<file path="src/rtl/dsd_dcache_if.sv">
// Core-side and memory-side bus of the direct-mapped data cache.
// slave  : the cache's view (core requests and memory responses come in).
// master : the view of the core/memory environment driving the cache.
interface dsd_dcache_if #(
    parameter int MEM_AW = 28
);
    logic              proc_read;
    logic              proc_write;
    logic [29:0]       proc_addr;
    logic [31:0]       proc_wdata;
    logic [31:0]       proc_rdata;
    logic              proc_stall;
    logic              mem_read;
    logic              mem_write;
    logic [MEM_AW-1:0] mem_addr;
    logic [127:0]      mem_wdata;
    logic [127:0]      mem_rdata;
    logic              mem_ready;

    modport slave (
        input  proc_read, proc_write, proc_addr, proc_wdata, mem_rdata, mem_ready,
        output proc_rdata, proc_stall, mem_read, mem_write, mem_addr, mem_wdata
    );

    modport master (
        output proc_read, proc_write, proc_addr, proc_wdata, mem_rdata, mem_ready,
        input  proc_rdata, proc_stall, mem_read, mem_write, mem_addr, mem_wdata
    );
endinterface

</file>
<file path="src/rtl/dsd_dcache.sv">
// Direct-mapped, write-back, write-allocate data cache with a 4-word line.
// A miss writes back a dirty victim (WB), then refills the line (ALLOC);
// the held request is then served as an ordinary hit.
// Optional hit/miss statistics are built only when DCACHE_STATS_EN is defined;
// otherwise hit_cnt/miss_cnt are tied to zero.
module dsd_dcache #(
    parameter int LINES  = 8,
    parameter int MEM_AW = 28
) (
    input  logic        clk,
    input  logic        rst,
    dsd_dcache_if.slave bus,
    output logic [31:0] hit_cnt,
    output logic [31:0] miss_cnt
);
    localparam int IDX   = $clog2(LINES);
    localparam int TAG_W = MEM_AW - IDX;

    typedef enum logic [1:0] {IDLE, WB, ALLOC} state_t;

    state_t                 state_q, state_d;
    logic [LINES-1:0]       valid_q, valid_d;
    logic [LINES-1:0]       dirty_q, dirty_d;
    logic [TAG_W-1:0]       tag_q  [LINES];
    logic [31:0]            data_q [LINES][4];

    logic [IDX-1:0]         idx;
    logic [TAG_W-1:0]       tag;
    logic [1:0]             woff;
    logic                   req;
    logic                   hit;
    logic                   refill;
    logic                   store_hit;

    assign idx       = bus.proc_addr[IDX+1:2];
    assign tag       = bus.proc_addr[29:IDX+2];
    assign woff      = bus.proc_addr[1:0];
    assign req       = bus.proc_read | bus.proc_write;
    assign hit       = valid_q[idx] && (tag_q[idx] == tag);
    assign refill    = (state_q == ALLOC) && bus.mem_ready;
    assign store_hit = (state_q == IDLE) && bus.proc_write && hit;

    assign bus.proc_stall = req && ((state_q != IDLE) || !hit);
    assign bus.proc_rdata = data_q[idx][woff];
    assign bus.mem_wdata  = {data_q[idx][3], data_q[idx][2], data_q[idx][1], data_q[idx][0]};

    // Next-state and memory-side request decode
    always_comb begin
        state_d       = state_q;
        bus.mem_read  = 1'b0;
        bus.mem_write = 1'b0;
        bus.mem_addr  = {tag, idx};
        unique case (state_q)
            IDLE: begin
                if (req && !hit) begin
                    state_d = (valid_q[idx] && dirty_q[idx]) ? WB : ALLOC;
                end
            end
            WB: begin
                bus.mem_write = 1'b1;
                bus.mem_addr  = {tag_q[idx], idx};
                if (bus.mem_ready) state_d = ALLOC;
            end
            ALLOC: begin
                bus.mem_read = 1'b1;
                if (bus.mem_ready) state_d = IDLE;
            end
            default: state_d = IDLE;
        endcase
    end

    // Line status next-state: a refill validates and cleans, a store hit dirties
    always_comb begin
        valid_d = valid_q;
        dirty_d = dirty_q;
        if (refill) begin
            valid_d[idx] = 1'b1;
            dirty_d[idx] = 1'b0;
        end else if (store_hit) begin
            dirty_d[idx] = 1'b1;
        end
    end

    // Control state; reset abandons any memory transaction in flight
    always_ff @(posedge clk) begin
        if (rst) begin
            state_q <= IDLE;
            valid_q <= '0;
            dirty_q <= '0;
        end else begin
            state_q <= state_d;
            valid_q <= valid_d;
            dirty_q <= dirty_d;
        end
    end

    // Tag and data arrays; no reset, valid bits guard their contents
    always_ff @(posedge clk) begin
        if (refill) begin
            tag_q[idx] <= tag;
            for (int k = 0; k < 4; k++) begin
                data_q[idx][k] <= bus.mem_rdata[32*k +: 32];
            end
        end else if (store_hit) begin
            data_q[idx][woff] <= bus.proc_wdata;
        end
    end

`ifdef DCACHE_STATS_EN
    logic [31:0] hit_cnt_q, hit_cnt_d;
    logic [31:0] miss_cnt_q, miss_cnt_d;
    logic        missed_q, missed_d;

    // A hit following a miss of the same held request is its completion, not a new hit
    always_comb begin
        hit_cnt_d  = hit_cnt_q;
        miss_cnt_d = miss_cnt_q;
        missed_d   = missed_q;
        if ((state_q == IDLE) && req) begin
            if (hit) begin
                if (missed_q) missed_d = 1'b0;
                else          hit_cnt_d = hit_cnt_q + 32'd1;
            end else begin
                miss_cnt_d = miss_cnt_q + 32'd1;
                missed_d   = 1'b1;
            end
        end
    end

    // Statistics registers
    always_ff @(posedge clk) begin
        if (rst) begin
            hit_cnt_q  <= '0;
            miss_cnt_q <= '0;
            missed_q   <= 1'b0;
        end else begin
            hit_cnt_q  <= hit_cnt_d;
            miss_cnt_q <= miss_cnt_d;
            missed_q   <= missed_d;
        end
    end

    assign hit_cnt  = hit_cnt_q;
    assign miss_cnt = miss_cnt_q;
`else
    assign hit_cnt  = '0;
    assign miss_cnt = '0;
`endif
endmodule

</file>
<file path="src/flat_wrapper.sv">
// flat-port wrapper written by rule: the top's interface ports become plain ports
module dsd_dcache_flat 
#(
    parameter int LINES  = 8,
    parameter int MEM_AW = 28
)
  (clk, rst, hit_cnt, miss_cnt, bus_proc_read, bus_proc_write, bus_proc_addr, bus_proc_wdata, bus_mem_rdata, bus_mem_ready, bus_proc_rdata, bus_proc_stall, bus_mem_read, bus_mem_write, bus_mem_addr, bus_mem_wdata);
  dsd_dcache_if #(.MEM_AW(MEM_AW)) bus_i ();
  input  logic clk;
  input  logic rst;
  output logic [31:0] hit_cnt;
  output logic [31:0] miss_cnt;
  input wire logic [$bits(bus_i.proc_read)-1:0] bus_proc_read;
  input wire logic [$bits(bus_i.proc_write)-1:0] bus_proc_write;
  input wire logic [$bits(bus_i.proc_addr)-1:0] bus_proc_addr;
  input wire logic [$bits(bus_i.proc_wdata)-1:0] bus_proc_wdata;
  input wire logic [$bits(bus_i.mem_rdata)-1:0] bus_mem_rdata;
  input wire logic [$bits(bus_i.mem_ready)-1:0] bus_mem_ready;
  output wire logic [$bits(bus_i.proc_rdata)-1:0] bus_proc_rdata;
  output wire logic [$bits(bus_i.proc_stall)-1:0] bus_proc_stall;
  output wire logic [$bits(bus_i.mem_read)-1:0] bus_mem_read;
  output wire logic [$bits(bus_i.mem_write)-1:0] bus_mem_write;
  output wire logic [$bits(bus_i.mem_addr)-1:0] bus_mem_addr;
  output wire logic [$bits(bus_i.mem_wdata)-1:0] bus_mem_wdata;
  assign bus_i.proc_read = bus_proc_read;
  assign bus_i.proc_write = bus_proc_write;
  assign bus_i.proc_addr = bus_proc_addr;
  assign bus_i.proc_wdata = bus_proc_wdata;
  assign bus_i.mem_rdata = bus_mem_rdata;
  assign bus_i.mem_ready = bus_mem_ready;
  assign bus_proc_rdata = bus_i.proc_rdata;
  assign bus_proc_stall = bus_i.proc_stall;
  assign bus_mem_read = bus_i.mem_read;
  assign bus_mem_write = bus_i.mem_write;
  assign bus_mem_addr = bus_i.mem_addr;
  assign bus_mem_wdata = bus_i.mem_wdata;
  dsd_dcache #(.LINES(LINES), .MEM_AW(MEM_AW)) u_core (.clk(clk), .rst(rst), .bus(bus_i), .hit_cnt(hit_cnt), .miss_cnt(miss_cnt));
endmodule
</file>
<file path="config.mk">
export PLATFORM = sky130hd
export DESIGN_NAME = dsd_dcache_flat
export DESIGN_NICKNAME = d
export VERILOG_FILES = /design/src/rtl/dsd_dcache_if.sv /design/src/rtl/dsd_dcache.sv /design/src/flat_wrapper.sv
export SDC_FILE = /design/constraint.sdc
export NUM_CORES = 1
export LEC_CHECK = 0
export ABC_AREA = 1
export BUFFER_PORTS_ARGS = -buffer_cell sky130_fd_sc_hd__buf_4
export CAP_MARGIN = 20
export CORE_ASPECT_RATIO = 0.9
export CORE_UTILIZATION = 35
export DETAILED_ROUTE_END_ITERATION = 7
export PLACE_DENSITY = 0.57
export SYNTH_ARGS = -nofsm -noshare
export SYNTH_HDL_FRONTEND = slang
export SYNTH_SLANG_ARGS = --single-unit
</file>
<file path="constraint.sdc">
create_clock -name clk -period 4.36 [get_ports clk]
set_input_delay 0.436 -clock clk [delete_from_list [all_inputs] [get_ports clk]]
set_output_delay 0.436 -clock clk [all_outputs]
set_load 0.005 [all_outputs]
</file>
# Word level (Yosys, flattened, before mapping)
# Memory sizes are Yosys's and may differ from the RTL's.
# Cells that the tools add are included.
# classes
bitwise_logic,134
n_lt_le_gt_ge,4
eq_ne,6
n_reduce_logical,15
muxes,154
# ops
op,count
1-bit two-way mux,137
1-bit OR,129
128-bit two-way mux,1
32-bit two-way mux,3
32-bit binary-select mux with 2-bit select,1
32-bit demux with 2-bit select,1
28-bit two-way mux,1
25-bit equality test,1
8-bit two-way mux,2
8-bit OR,2
1-bit logical AND,9
8-bit bitwise AND,1
2-bit two-way mux,4
8-bit NOT,1
1-bit binary-select mux with 3-bit select,2
2-bit != test (second input constant),3
2-bit one-hot mux with 3 select lines,1
3-bit by 4-bit less-than comparator with 1-bit output (second input constant),1
2-bit nonzero test,2
1-bit demux with 3-bit select,1
3-bit by 1-bit greater-or-equal comparator with 1-bit output (second input constant),1
3-bit greater-or-equal comparator (second input constant),1
3-bit by 1-bit less-than comparator with 1-bit output (second input constant),1
2-bit NOT with 3-bit output,1
other kinds (6),6
# totals
out_inout_bits,255
mem_count,2
reg_bits,18
ram_bits,1224
# mem_list
memory,words,word_bits,rd,rd_ports_with_merged_regs,wr,line_no,text
u_core.data_q,8,128,1,0,1,dsd_dcache.sv:25,logic [31:0] data_q [LINES][4];
u_core.tag_q,8,25,1,0,1,dsd_dcache.sv:24,logic [TAG_W-1:0] tag_q [LINES];

# Depth between registers and ports, before layout
# logic_depth
ltp_word,8
mapped_depth,20

# Least setup slack after synthesis
# Ideal clock, no wire load.
# synth_path
kind,input to register
startpoint,input bus_proc_addr[2]
endpoint,memory u_core.data_q[1][100] (netlist bit) (enable)
setup_slack_ns,0.318
t_required_ns,3.928
cell_stages,17
setup_time_ns,0.432
arrival_time_ns,3.610
cell_sequence,buf_4 > buf_6 > buf_2 > nor2_1 > nor2_1 > o21ai_1 > nand2_1 > nor2_1 > nand2_1 > nand2_1 > nand2_1 > nor2_1 > nand2_1 > nor2_2 > nand4_1 > buf_2 > a21oi_1
# synth_via
elab_chain_cells,8
# synth_lines
item,line_no,text
from (decl),flat_wrapper.sv:15,input wire logic [$bits(bus_i.proc_addr)-1:0] bus_proc_addr;
memory read 8 x 25 bit / 1-bit binary-select mux with 3-bit select (equally long branches),-,
25-bit equality test / 1-bit two-way mux (equally long branches),dsd_dcache.sv:39,assign hit = valid_q[idx] && (tag_q[idx] == tag);
1-bit logical AND,dsd_dcache.sv:39,
1-bit logical AND,dsd_dcache.sv:41,assign store_hit = (state_q == IDLE) && bus.proc_write && hit;
1-bit two-way mux,dsd_dcache.sv:104,end else if (store_hit) begin
1-bit two-way mux,dsd_dcache.sv:99,if (refill) begin
128-bit two-way mux (implied by the code),dsd_dcache.sv:105,data_q[idx][woff] <= bus.proc_wdata;
1-bit OR (no source line),-,
to (decl),dsd_dcache.sv:25,
# Parallel ways exist; a longest one is shown, timed or not. The select of a mux whose other input is x is not followed.

# Final worst setup path
# layout_path
startpoint,input bus_proc_addr[3]
endpoint,output bus_proc_rdata[1]
# layout_via
elab_chain_cells,4
# layout_lines
item,line_no,text
memory read 8 x 128 bit,-,
32-bit binary-select mux with 2-bit select,dsd_dcache.sv:44,assign bus.proc_rdata = data_q[idx][woff];
32-bit two-way mux (implied by the code) (2 in series),dsd_dcache.sv:44,
to (decl),flat_wrapper.sv:19,output wire logic [$bits(bus_i.proc_rdata)-1:0] bus_proc_rdata;
# Every way passes these cells. The select of a mux whose other input is x is not followed.

==> impl_results.md <==
* Ys async rst share at 0%
* RSZ-0062 raised after global routing: no
* Slew margin rel. at 30.6%
* Final setup vio count at 0
* Inst Count DP at 6050
* Status: finished clean
* Final Hold Violating Endpoints at 0
* Nets at 4543
* Area growth from synthesis to layout at 21.5%
* Die Span Y at ~360 um
* Crit path DAT at 3.60 ns
* Slew @ Worst Pin at a little over 1 ns
* Cell Chain, Critical Path: buf_4 -> inv_2 -> nand2_1 -> nor2_4 -> buf_4 -> inv_1 -> o21ai_0 -> a221oi_1 -> nand4_1 -> nand2_1 -> nand4_1 -> buf_4
* DP Area at 56400 um2
* Ys Warns at 0
* First-pass GRT wire length at 247 mm
* Total power at 26.4 mW
* Post-route minimum period at 4.03 ns
* Clock slew seen by the registers of the worst setup and hold paths at 0.06 ns
* Total wire length at roughly 180 mm
* CTS buffer count at 132
* Total track usage at approximately 24%
* I/O pin cnt at between 400 and 500
* CP peak stage delay at 0.49 ns
* CP endpoint: bus_proc_rdata[1]
* Max cap viols at 0
* Number of enable flip-flop cells after synthesis at approximately 1200
* Synth top cells by count: edfxtp_1, nand2_1, nand4_1, inv_1, a22oi_1
* Initial DRC Count at between 3000 and 4000
* Finished Cell Area at 60800 um2
* Post-CTS setup buffer count at 0
* Final TNS setup at 0 ns
* I/O Buffers at 385
* Vias in the first global route at around 32000
* LEAKAGE at 21.9 nW
* Crit Path Category: in -> out
* Dominant cell by count in the synthesized netlist: edfxtp_1
* Yosys reg bits at 1242
* Starting Density at 35.3%
* Worst Skew at 0.0418 ns
* Top cells by area, synth: edfxtp_1, nand2_1, nand4_1, a22oi_1, a221oi_1
* Hold Path Stages at 3
* Req. time, crit path at 3.92 ns
* CP max stage cell: nand4_1
* Vias at ~34000
* Routability cong. at 0.869
* Final non-filler cell total at approximately 6300
* Core area at 142000 um2
* Gr ovfl total at 0
* Synthesized area at approximately 50000 um2
* Drt first pass iters at 5
* Reg-to-reg endpoint: u_core.data_q[5][50]
* Crit path launch type: input pin
* Die width at 401 um
* DRC errors left at 0
* Mean Syn Cell Area at 12.9 um2
* Crit path capture type: output pin
* Fmax at 248 MHz
* Crit path max fanout at 14
* Sequential area share after synthesis at 74.2%
* Critical path's most frequent cell: buf_4
* Top-area cell type share of the netlist area at 73.4%
* Hold Crit Class: in -> reg
* Synth unique cells at 33
* Fillcell total at 13000
* Antenna violations before repair at 16
* Final period utilization at 92.5%
* Hold_buf cts at 26
* Share of layout cells above drive strength 1 at 17.7%
* Clock latency on the worst-skew pair at 0.77 ns
* CTS tree: built
* Critical Path Source: bus_proc_addr[3]
* Worst vdd ir at 394 uV
* Cells after Synth at between 3000 and 4000
* Reg2reg start: u_core.tag_q[1][8]
* H-tree levels at 4
* Post_cts resized at 0
* R2r setup slk at between 1 and 1.5 ns
* Largest net degree at the start of global routing at 106
* Wire per inst at 28.2 um
* Site Rows at 131
* Via density per instance at approximately 5.4
* Clock Sinks at 1242
* Final Max Slew Viols at 0
* Top cell type by total area after synthesis: edfxtp_1
* Cell count of the worst reg-to-reg path at 15
* Primary FF master, synth: edfxtp_1
* Die area at 145000 um2
* CTS root buffer: clkbuf_16
* Hold Startpoint: bus_mem_rdata[94]
* Hpwl dp at 119 mm
* Final ANT Viol Nets at 0
* Pwr/cell area at 435 nW/um2
* CTS Buffer Depth at 3
-- cell usage in the layout, fill, tap and decap left out, drive strengths merged --
cell | Yosys | final
nand3 | 83 | 83
conb | 1 | 64
dfxtp | 18 | 18
clkinv | 2 | 50
dlygate4sd3 | 0 | 26
a21oi | 76 | 76
diode | 0 | 5
bufinv | 0 | 5
o211ai | 6 | 6
nand2 | 1075 | 1075
nand3b | 2 | 2
nor3 | 4 | 4
inv | 239 | 247
a221oi | 104 | 104
buf | 144 | 548
or2 | 9 | 9
o21ai | 91 | 91
a22oi | 163 | 163
edfxtp | 1224 | 1224
nor2 | 118 | 118
o21bai | 2 | 2
clkbuf | 151 | 174
a22o | 55 | 55
o2bb2ai | 14 | 14
o22ai | 2 | 2
nand4 | 289 | 289
-- worst min path at each step --
stage | to | slack (ns)
2_1_floorplan | flip-flop | 0.43
3_3_place_gp | flip-flop | 0.44
3_5_place_dp | flip-flop | 0.44
4_1_cts | flip-flop | 0.07
5_1_grt | flip-flop | 0.12
6_report | u_core.data_q[0][62] | 0.11
-- state kept, by name, indices dropped and copies added, names as in the netlist, named ones only --
name,cells
u_core.data_q,1024
u_core.valid_q,8
u_core.state_q,2
u_core.tag_q,200
-- per-stage QoR --
step	util (%)	hold slack [ns]	worst slack, ns
floorplan	-	0.427	0.318
global placement	39.8	0.441	0.549
detailed placement	39.8	0.441	0.523
CTS	42.9	0.0701	0.500
global route	42.9	0.118	0.185
finish	42.9	0.107	0.326
-- routing by layer --
layer  routed length, um  share of wire, %  global-route usage (%)
met3               20700                12                    7.56
met4                7610               4.3                    10.8
met1               71200                40                    32.1
met5                 104             0.058                       0
met2               78600                44                    36.1
-- area by class of cell --
class,count,area [um2],share of cell area (%)
flip-flops and latches,1242,37100,61.0
multi-input cells,2157,11200,18.4
repair buffers,574,5120,8.41
clock buffers,174,3490,5.74
well taps,1862,2330,3.83
inverters,241,912,1.50
clock inverters,61,636,1.05
diodes,5,12.5,0.0206
-- kinds of logic after synthesis --
logic type	count (synthesis)	synth area share, %
AO/OA/AOI/OAI	513	7.35
buffers and inverters	536	4.84
flip-flops	1242	74.2
other	1	0.00749
AND/OR/NAND/NOR	1580	13.6
-- critical path: cells and delay by family --
family | cells | cell delay [ns]
buffers and inverters | 5 | 1.28
AND/OR/NAND/NOR | 5 | 1.43
AO/OA/AOI/OAI | 2 | 0.41
-- report_power, final --
group / internal (mW) / switching (mW) / total (mW)
sequential: 13.3 / 0.0350 / 13.3
combinational: 0.728 / 1.61 / 2.34
clock: 6.02 / 4.75 / 10.8
total: 20.0 / 6.40 / 26.4
Note: power is estimated with default switching activity, not from simulation.
